==> src/rtl/multdiv_pkg.sv <==
// Shared types, constants and arithmetic helpers for the multiply/divide unit.
package multdiv_pkg;

    typedef enum logic [1:0] {IDLE, MBUSY, DBUSY, DONE} state_t;

    localparam int          MULT_LAT     = 2;
    localparam int          DIV_ITER     = 16;
    localparam int          PP_PER_CYCLE = 4;
    localparam logic [31:0] INT_MIN      = 32'h8000_0000;

    typedef struct packed {
        logic [15:0] rem;
        logic [31:0] quo;
    } div_state_t;

    // Sum of the radix-4 Booth partial products belonging to one multiply cycle.
    function automatic logic signed [47:0] booth_group(input logic [31:0] a,
                                                       input logic [15:0] b,
                                                       input int          grp);
        logic [16:0]        b_ext;
        logic signed [47:0] a_ext;
        logic signed [47:0] pp;
        logic signed [47:0] sum;
        int                 j;
        b_ext = {b, 1'b0};
        a_ext = {{16{a[31]}}, a};
        sum   = '0;
        for (int k = 0; k < PP_PER_CYCLE; k++) begin
            j = grp * PP_PER_CYCLE + k;
            case (b_ext[2*j +: 3])
                3'b001, 3'b010: pp = a_ext;
                3'b011:         pp = a_ext <<< 1;
                3'b100:         pp = -(a_ext <<< 1);
                3'b101, 3'b110: pp = -a_ext;
                default:        pp = '0;
            endcase
            sum = sum + (pp <<< (2 * j));
        end
        return sum;
    endfunction

    // One restoring-division step on magnitudes: shift in a dividend bit, trial subtract.
    function automatic div_state_t div_step(input div_state_t s, input logic [15:0] dvs);
        logic [16:0] trial;
        div_state_t  n;
        trial = {s.rem, s.quo[31]};
        n.quo = {s.quo[30:0], 1'b0};
        n.rem = trial[15:0];
        if (trial >= {1'b0, dvs}) begin
            trial    = trial - {1'b0, dvs};
            n.rem    = trial[15:0];
            n.quo[0] = 1'b1;
        end
        return n;
    endfunction

endpackage

==> src/rtl/multdiv_divider.sv <==
// Unsigned 32/16 restoring divider, two quotient bits per cycle; o_done holds until next start.
module multdiv_divider
    import multdiv_pkg::*;
(
    input  logic        i_clk,
    input  logic        i_rst,
    input  logic        i_start,
    input  logic [31:0] i_dividend,
    input  logic [15:0] i_divisor,
    output logic [31:0] o_quotient,
    output logic        o_done
);

    localparam int CNT_W = $clog2(DIV_ITER);

    div_state_t       r_st;
    logic [15:0]      r_dvs;
    logic [CNT_W-1:0] r_cnt;
    logic             r_busy;
    logic             r_done;
    div_state_t       w_next;

    assign w_next     = div_step(div_step(r_st, r_dvs), r_dvs);
    assign o_quotient = r_st.quo;
    assign o_done     = r_done;

    // NOTE: reset is synchronous (sampled only on the clock edge) and all state uses <=.
    always_ff @(posedge i_clk) begin
        if (i_rst) begin
            r_st   <= '0;
            r_dvs  <= '0;
            r_cnt  <= '0;
            r_busy <= 1'b0;
            r_done <= 1'b0;
        end else if (i_start) begin
            r_st   <= '{rem: 16'd0, quo: i_dividend};
            r_dvs  <= i_divisor;
            r_cnt  <= '0;
            r_busy <= 1'b1;
            r_done <= 1'b0;
        end else if (r_busy) begin
            r_st  <= w_next;
            r_cnt <= r_cnt + 1'b1;
            if (r_cnt == CNT_W'(DIV_ITER - 1)) begin
                r_busy <= 1'b0;
                r_done <= 1'b1;
            end
        end
    end

endmodule

==> src/rtl/multdiv.sv <==
// Multi-cycle signed 32x16 multiply / 32/16 divide with edge-triggered request handshake.
module multdiv
    import multdiv_pkg::*;
(
    input  logic        clock,
    input  logic        ctrl_reset,
    input  logic [31:0] data_operandA,
    input  logic [15:0] data_operandB,
    input  logic        ctrl_MULT,
    input  logic        ctrl_DIV,
    output logic [31:0] data_result,
    output logic        data_exception,
    output logic        data_inputRDY,
    output logic        data_resultRDY
);

    localparam int MCNT_W = $clog2(MULT_LAT);

    state_t              r_state;
    state_t              w_next_state;
    logic                r_mult_q, r_div_q;
    logic [31:0]         r_a;
    logic [15:0]         r_b;
    logic signed [47:0]  r_acc;
    logic [MCNT_W-1:0]   r_mcnt;
    logic                r_dz;
    logic [31:0]         r_result;
    logic                r_exc;
    logic                r_rdy;

    logic                w_start_m, w_start_d, w_mult_last, w_neg;
    logic signed [47:0]  w_prod;
    logic                w_mult_ovf, w_div_ovf, w_div_done;
    logic [31:0]         w_a_mag, w_quo, w_div_res;
    logic [15:0]         w_b_mag;

    assign data_inputRDY  = (r_state == IDLE) || (r_state == DONE);
    assign data_result    = r_result;
    assign data_exception = r_exc;
    assign data_resultRDY = r_rdy;

    assign w_start_m = ctrl_MULT & ~r_mult_q & data_inputRDY;
    assign w_start_d = ctrl_DIV & ~r_div_q & data_inputRDY & ~w_start_m;

    assign w_prod      = r_acc + booth_group(r_a, r_b, int'(r_mcnt));
    assign w_mult_last = (r_mcnt == MCNT_W'(MULT_LAT - 1));
    assign w_mult_ovf  = !((&w_prod[47:31]) || !(|w_prod[47:31]));
    assign w_neg       = r_a[31] ^ r_b[15];

    assign w_a_mag   = data_operandA[31] ? (~data_operandA + 32'd1) : data_operandA;
    assign w_b_mag   = data_operandB[15] ? (~data_operandB + 16'd1) : data_operandB;
    assign w_div_res = w_neg ? (~w_quo + 32'd1) : w_quo;
    assign w_div_ovf = (r_a == INT_MIN) && (r_b == 16'hFFFF);

    multdiv_divider u_divider (
        .i_clk      (clock),
        .i_rst      (ctrl_reset),
        .i_start    (w_start_d && (data_operandB != 16'd0)),
        .i_dividend (w_a_mag),
        .i_divisor  (w_b_mag),
        .o_quotient (w_quo),
        .o_done     (w_div_done)
    );

    always_ff @(posedge clock) begin
        if (ctrl_reset) r_state <= IDLE;
        else            r_state <= w_next_state;
    end

    // NOTE: next-state is defaulted first so no path through the case can infer a latch.
    always_comb begin
        w_next_state = r_state;
        case (r_state)
            IDLE, DONE: begin
                if (w_start_m)      w_next_state = MBUSY;
                else if (w_start_d) w_next_state = DBUSY;
            end
            MBUSY:   if (w_mult_last) w_next_state = DONE;
            DBUSY:   if (r_dz || w_div_done) w_next_state = DONE;
            default: w_next_state = IDLE;
        endcase
    end

    always_ff @(posedge clock) begin
        if (ctrl_reset) begin
            r_mult_q <= 1'b0;
            r_div_q  <= 1'b0;
            r_a      <= '0;
            r_b      <= '0;
            r_acc    <= '0;
            r_mcnt   <= '0;
            r_dz     <= 1'b0;
            r_result <= '0;
            r_exc    <= 1'b0;
            r_rdy    <= 1'b0;
        end else begin
            r_mult_q <= ctrl_MULT;
            r_div_q  <= ctrl_DIV;
            if (w_start_m || w_start_d) begin
                r_a    <= data_operandA;
                r_b    <= data_operandB;
                r_acc  <= '0;
                r_mcnt <= '0;
                r_dz   <= w_start_d && (data_operandB == 16'd0);
                r_rdy  <= 1'b0;
            end else if (r_state == MBUSY) begin
                r_acc  <= w_prod;
                r_mcnt <= r_mcnt + 1'b1;
                if (w_mult_last) begin
                    r_result <= w_prod[31:0];
                    r_exc    <= w_mult_ovf || (w_prod[31] != w_neg);
                    r_rdy    <= 1'b1;
                end
            end else if (r_state == DBUSY) begin
                // Divide-by-zero skips the iterations entirely.
                if (r_dz) begin
                    r_result <= '0;
                    r_exc    <= 1'b1;
                    r_rdy    <= 1'b1;
                end else if (w_div_done) begin
                    r_result <= w_div_res;
                    r_exc    <= w_div_ovf || (w_div_res[31] != w_neg);
                    r_rdy    <= 1'b1;
                end
            end
        end
    end

endmodule

==> config.mk <==
export PLATFORM = sky130hd
export DESIGN_NAME = multdiv
export DESIGN_NICKNAME = d
export VERILOG_FILES = /design/src/rtl/multdiv_pkg.sv /design/src/rtl/multdiv_divider.sv /design/src/rtl/multdiv.sv
export SDC_FILE = /design/constraint.sdc
export NUM_CORES = 1
export LEC_CHECK = 0
export BUFFER_PORTS_ARGS = -buffer_cell sky130_fd_sc_hd__buf_4
export CAP_MARGIN = 25
export CORE_MARGIN = 5
export CORE_UTILIZATION = 30
export CTS_CLUSTER_DIAMETER = 200
export DETAILED_ROUTE_END_ITERATION = 16
export GPL_ROUTABILITY_DRIVEN = 0
export GPL_TIMING_DRIVEN = 0
export PLACE_DENSITY_LB_ADDON = 0.05
export RECOVER_POWER = 100
export REMOVE_ABC_BUFFERS = 1
export SLEW_MARGIN = 0
export SYNTH_ARGS = -nofsm -noshare
export SYNTH_HDL_FRONTEND = slang
export SYNTH_SLANG_ARGS = --single-unit
==> constraint.sdc <==
create_clock -name clock -period 23.4 [get_ports clock]
set_clock_uncertainty 0.05 [all_clocks]
set_input_delay 0 -clock clock [delete_from_list [all_inputs] [get_ports clock]]
set_output_delay 0 -clock clock [all_outputs]
set_load 0.05 [all_outputs]
# == Word level (Yosys, flattened, before mapping) ==
# Index checks and enable logic that the tools add are counted.
# classes
add_sub_neg,16
n_lt_le_gt_ge,2
eq_ne,35
n_shift,8
n_mux,36
bitwise,13
reduce_logical,34
# op_table
cell,count
$pmux 48 s4,4
$mux 32,9
$add 48x48->48,4
$sshl 48x5->48,3
$add 32x1->32 const B,2
$not 32->32,2
$shiftx 17x6->3,3
$mux 16,3
$neg 32->48,1
$neg 33->48,1
$sshl 48x4->48,1
$eq 3x3->1 const B,12
$ge 17x16->1,2
$eq 32x32->1 const B,1
$sub 16x16->16,2
$eq 3x2->1 const B,8
$reduce_or 2->1,11
$reduce_and 17->1,1
$reduce_or 17->1,1
$shiftx 17x5->3,1
$add 16x1->16 const B,1
$eq 16x16->1 const B,1
$logic_not 16->1,1
$not 16->16,1
other kinds (27),68
# totals
reg_bits,206
inputBits,52
word_cells,161

# == Longest topological paths before layout ==
# depth
word_depth,17
depth_mapped,32
depth_no_buf,28

# == Modules after synthesis ==
# From an unflattened synthesis, not the netlist that was laid out.
# unflattened
hier_cells,3415
hier_area_um2,24653.6
# by_module_without_submodules
mod,n_inst,cells_per_inst,area_each_um2,seq_area_each_um2
multdiv,1,2804,19774.0,2722.6
multdiv_divider,1,611,4879.7,1401.3

# == Worst setup path before layout ==
# Ideal clock, no wire load.
# synth_path
path_kind,register -> register
start,register r_a[0]
end,register r_exc (netlist: data_exception)
setup_ps,128
arrival_time_ps,8000
required_ps,23222
slack_ps,15222
stages_incl_launch_ff,33
path_buffers,5
synth_period_minus_slack_ps,8178
path_cell_list,dfxtp_1 > clkbuf_1 > inv_1 > ha_1 > clkbuf_1 > nor2b_1 > and2_0 > clkbuf_1 > and4_1 > buf_2 > nand3_1 > or3_1 > xnor2_1 > o21ai_0 > a222oi_1 > a21oi_1 > fa_1 > fa_1 > inv_1 > fa_1 > inv_1 > ha_1 > clkbuf_1 > a21oi_1 > o21ai_0 > a2111oi_0 > o21ba_2 > o21ai_0 > a311o_1 > and3_1 > or4b_2 > nor4_1 > a211oi_1
# synth_between
elab_chain_cells,14
word_cells_on_any_way,29
# synth_lines
element,line,rtl
start: declaration,multdiv.sv:22,logic [31:0] r_a;
start signal: assignment,multdiv.sv:100,r_a <= data_operandA;
$neg 33->48 / $neg 32->48 (equally long branches),"multdiv_pkg.sv:33, multdiv_pkg.sv:34",
$pmux 48 s4,multdiv_pkg.sv:30,case (b_ext[2*j +: 3])
$sshl 48x5->48 / $sshl 48x4->48 (equally long branches),multdiv_pkg.sv:37,sum = sum + (pp <<< (2 * j));
$add 48x48->48 (3 in series),multdiv_pkg.sv:37,
$add 48x48->48,multdiv.sv:45,"assign w_prod = r_acc + booth_group(r_a, r_b, int'(r_mcnt));"
$reduce_or 17->1,multdiv.sv:47,assign w_mult_ovf = !((&w_prod[47:31]) || !(|w_prod[47:31]));
$logic_not 1->1,multdiv.sv:47,
$logic_or 1x1->1,multdiv.sv:47,
$logic_not 1->1,multdiv.sv:47,
$logic_or 1x1->1,multdiv.sv:111,r_exc <= w_mult_ovf || (w_prod[31] != w_neg);
$mux 1,multdiv.sv:109,if (w_mult_last) begin
$mux 1 (*),multdiv.sv:106,end else if (r_state == MBUSY) begin
end signal: assignment,multdiv.sv:111,
end signal: assignment,multdiv.sv:122,r_exc <= w_div_ovf || (w_div_res[31] != w_neg);
end: declaration,multdiv.sv:28,logic r_exc;
# Mark *: on every way between the ends. The rest lies on a longest branch, timed or not. The select of a mux whose other input is x is not followed.
# A chain may end at the register's enable or synchronous reset.

# == Worst setup path after layout ==
# layout_path
start,register r_mcnt
end,register r_exc (netlist: data_exception)
# layout_between
elab_chain_cells,17
word_cells_on_any_way,62
# layout_lines
element,line,rtl
start: declaration,multdiv.sv:25,logic [MCNT_W-1:0] r_mcnt;
start signal: assignment,multdiv.sv:108,r_mcnt <= r_mcnt + 1'b1;
$add 3x1->4,multdiv_pkg.sv:29,j = grp * PP_PER_CYCLE + k;
$shiftx 17x6->3,multdiv_pkg.sv:30,
$eq 3x3->1 (tied with other cells),multdiv_pkg.sv:30,
$reduce_or 2->1,multdiv_pkg.sv:30,
$pmux 48 s4,multdiv_pkg.sv:30,
$sshl 48x5->48,multdiv_pkg.sv:37,
$add 48x48->48 (3 in series),multdiv_pkg.sv:37,
$add 48x48->48,multdiv.sv:45,
$reduce_or 17->1,multdiv.sv:47,
$logic_not 1->1,multdiv.sv:47,
$logic_or 1x1->1,multdiv.sv:47,
$logic_not 1->1,multdiv.sv:47,
$logic_or 1x1->1,multdiv.sv:111,
$mux 1,multdiv.sv:109,
$mux 1,multdiv.sv:106,
# Several ways; a longest one is shown, not always the timed one. The select of a mux whose other input is x is not followed.

==> impl_results.md <==
- Run status: finished, violations left
- Violated checks: max-capacitance violations, max-slew violations
- Worst-path clk slew: 0.07 ns
- CP endpoint kind: flip-flop
- Syn Inst Count: 3,447
- CTS tree: yes
- Most frequent cells in the layout: nand2_1, nor2_1, o21ai_0
- Slew headroom: -264%
- Sequential fraction of the synthesis area: 16.7%
- Worst Hold Class: in -> reg
- Routed vias/inst: 5.91
- CTS Sinks: 206
- Detailed Place HPWL: 93.1 mm
- Drc violations: 0
- Global-route wire length before repair: 174 mm
- Die H: 297 um
- Placed instance count: 4,388
- DRT iter0 DRCs: 3,125
- Most common cell after layout, fill and taps aside: nand2_1
- Hold_ws: 0.154 ns
- Critical path fanouts, max: 74
- Synth Warn #: 0
- Final setup violation count: 0
- Final Hold Viols: 0
- Post-DRT Antenna Nets: 0
- TNS Setup: 0 ns
- Total track usage: 25.7%
- Worst-Skew Late Latency: 0.60 ns
- Setup Fix Bufs, Post-CTS: 0
- Layout cell share with drive strength beyond 1: 5.93%
- Critical path type: reg -> reg
- Synth top area share: 16.7%
- Die area: 88,100 um^2
- Synth Flop Type: dfxtp_1
- Worst path required time: 23.85 ns
- Area grow syn2layout: 12.8%
- DR WL/cell: 26.5 um
- Total wire length: 119 mm
- Port buffer count: 86
- EDFF count, synth: 0
- Fin. max-slew vios: 365
- Ys async rst share: 0%
- Non-Filler Instances: 4,493
- First-pass detailed-route iteration total: 9
- Minimum clock period: 13.19 ns
- TritonCTS Buffers: 29
- Core ar.: 81,800 um^2
- Count of state elements after synthesis: 206
- Delay-heaviest family, CP: compound AO/OA/AOI/OAI gates
- H-tree Lvls: 1
- Highest Clock Rate: 75.8 MHz
- Worst EP arrival: 13.65 ns
- Fin crit share: 56.4%
- Largest net degree at the start of global routing: 115
- Slowest cell on the critical path: dfxtp_1
- CP Buf/Inv Count: 4
- Mapped Avg Cell Area: 7.16 um^2
- Cell area after synthesis: 24,700 um^2
- CTS Buffer Depth: 3
- FILL cells: 8,869
- Synth cell types: 87
- Post-cts repair resize count: 0
- RSZ-0062 raised after global routing: no
- Io pins: 87
- Root Buffer: clkbuf_16
- Worst-margin pin slew: 5.47 ns
- Total congestion overflow: 0
- Max Cap Viol: 6
- Nets: 3,679
- CP most frequent cell: a21oi_1
- Vias in the first global route: 25,700
- Initial antenna violation count: 2
- Routed via count: 26,500
- Largest area contributor in the netlist: dfxtp_1
- Die width: 297 um
- Cells taking the most area after synthesis: dfxtp_1, fa_1, nand2_1
- Startpoint type of the worst setup path: flip-flop
- Initial Util: 30.2%
- Delay of the slowest critical-path stage: 2.24 ns
- FP Rows: 105
==> layout make-up <==
class	count	area [um^2]	share of cell area (%)
Inverter	222	833	2.99
Clock buffer	38	800	2.87
Sequential cell	206	4130	14.8
Timing Repair Buffer	179	1700	6.09
Tap cell	1070	1340	4.81
Clock inverter	12	110	0.395
Antenna cell	1	2.50	0.00898
Multi-Input combinational cell	2765	19000	68.0
==> flip-flops by register name, summed over array words and instances (netlist names), 2 cells and up <==
register	cells
data_result	32
r_a	32
r_acc	48
r_b	16
r_state	2
u_divider.o_quotient	32
u_divider.r_cnt	4
u_divider.r_dvs	16
u_divider.r_st	16
==> metal layers <==
metal  GRT usage, %  up-vias  wire length [um]
met5              0        -                 0
met4           11.7        0              6520
met3           3.91      236              9300
met2           41.6     1234             53200
met1           34.0    12900             49800
li1               -    12100                 -
==> per-stage QoR <==
| stage | area [um^2] | utilization (%) | worst slack [ns] |
|---|---|---|---|
| after floorplan | 23700 | - | 12.14 |
| after global placement | 25700 | 31.4 | 5.62 |
| after detailed placement | 26600 | 32.5 | 12.87 |
| after CTS | 28100 | 34.3 | 12.84 |
| after global routing | 27900 | 34.0 | 9.46 |
| final | 27900 | 34.0 | 10.21 |
==> worst reg2reg max path, cell delays in order, from the launching register on <==
cell and delay [ns]:
dfxtp_1 2.24, inv_1 1.17, clkbuf_1 1.05, nor3_1 0.69, nor2_1 0.08, nor2_1 1.21, a21oi_1 0.20, a21oi_1 0.28
a221oi_1 0.15, o22ai_1 0.31, fa_1 0.51, fa_1 0.55, inv_1 0.05, fa_1 0.54, inv_1 0.05, ha_1 0.43
a21oi_1 0.24, o21ai_0 0.24, a2111oi_0 0.86, o21bai_1 0.21, o311ai_0 0.78, a31o_2 0.34, a21oi_1 0.10, xnor2_1 0.41
nor4_1 0.13, a211oi_1 0.20
==> worst paths after layout <==
path	startpoint	end	slack, ns	cells after the start
setup / recovery	r_mcnt	data_exception	10.21	25
setup reg to reg	r_mcnt	data_exception	10.21	25
hold reg to reg	r_acc[14]	r_acc[14]	0.42	2
hold / removal	ctrl_DIV	r_div_q	0.15	3
==> synthesized netlist by cell type, types with 22 or more instances <==
cell      number
a211oi_1      64
a21oi_1      267
a221oi_1      38
buf_1         29
clkbuf_1     221
dfxtp_1      206
fa_1         132
ha_1          92
inv_1        221
mux2i_1       75
nand2_1      442
nand2b_1      25
nand3_1       57
nand4_1       32
nor2_1       364
nor3_1        93
nor4_1        24
o211ai_1      33
o21ai_0      293
o221ai_1      28
o22ai_1       27
o31ai_1       22
or3_1         47
xnor2_1      170
xor2_1        65
==> timing repair <==
| action | CTS | global route |
|---|---|---|
| hold endpoints to repair | 128 | 0 |
| hold buffers | 52 | 0 |
| endpoints found under the setup margin | 0 | 0 |
==> cell families (layout without fill, tap and decap cells) <==
| logic type | after synthesis | in the layout | share of synthesized area [%] |
|---|---|---|---|
| compound gates | 1018 | 1018 | 26.6 |
| xor+xnor | 237 | 237 | 8.52 |
| fa+ha+maj | 224 | 224 | 15.4 |
| buf+inv | 476 | 451 | 7.26 |
| flops | 206 | 206 | 16.7 |
| mux | 92 | 92 | 3.82 |
| other cells | 0 | 1 | 0 |
| simple gates | 1194 | 1194 | 21.8 |
Power is left out: the tool's default activity adds up to more than one toggle a clock period on the data nets, which glitch-free logic cannot reach.
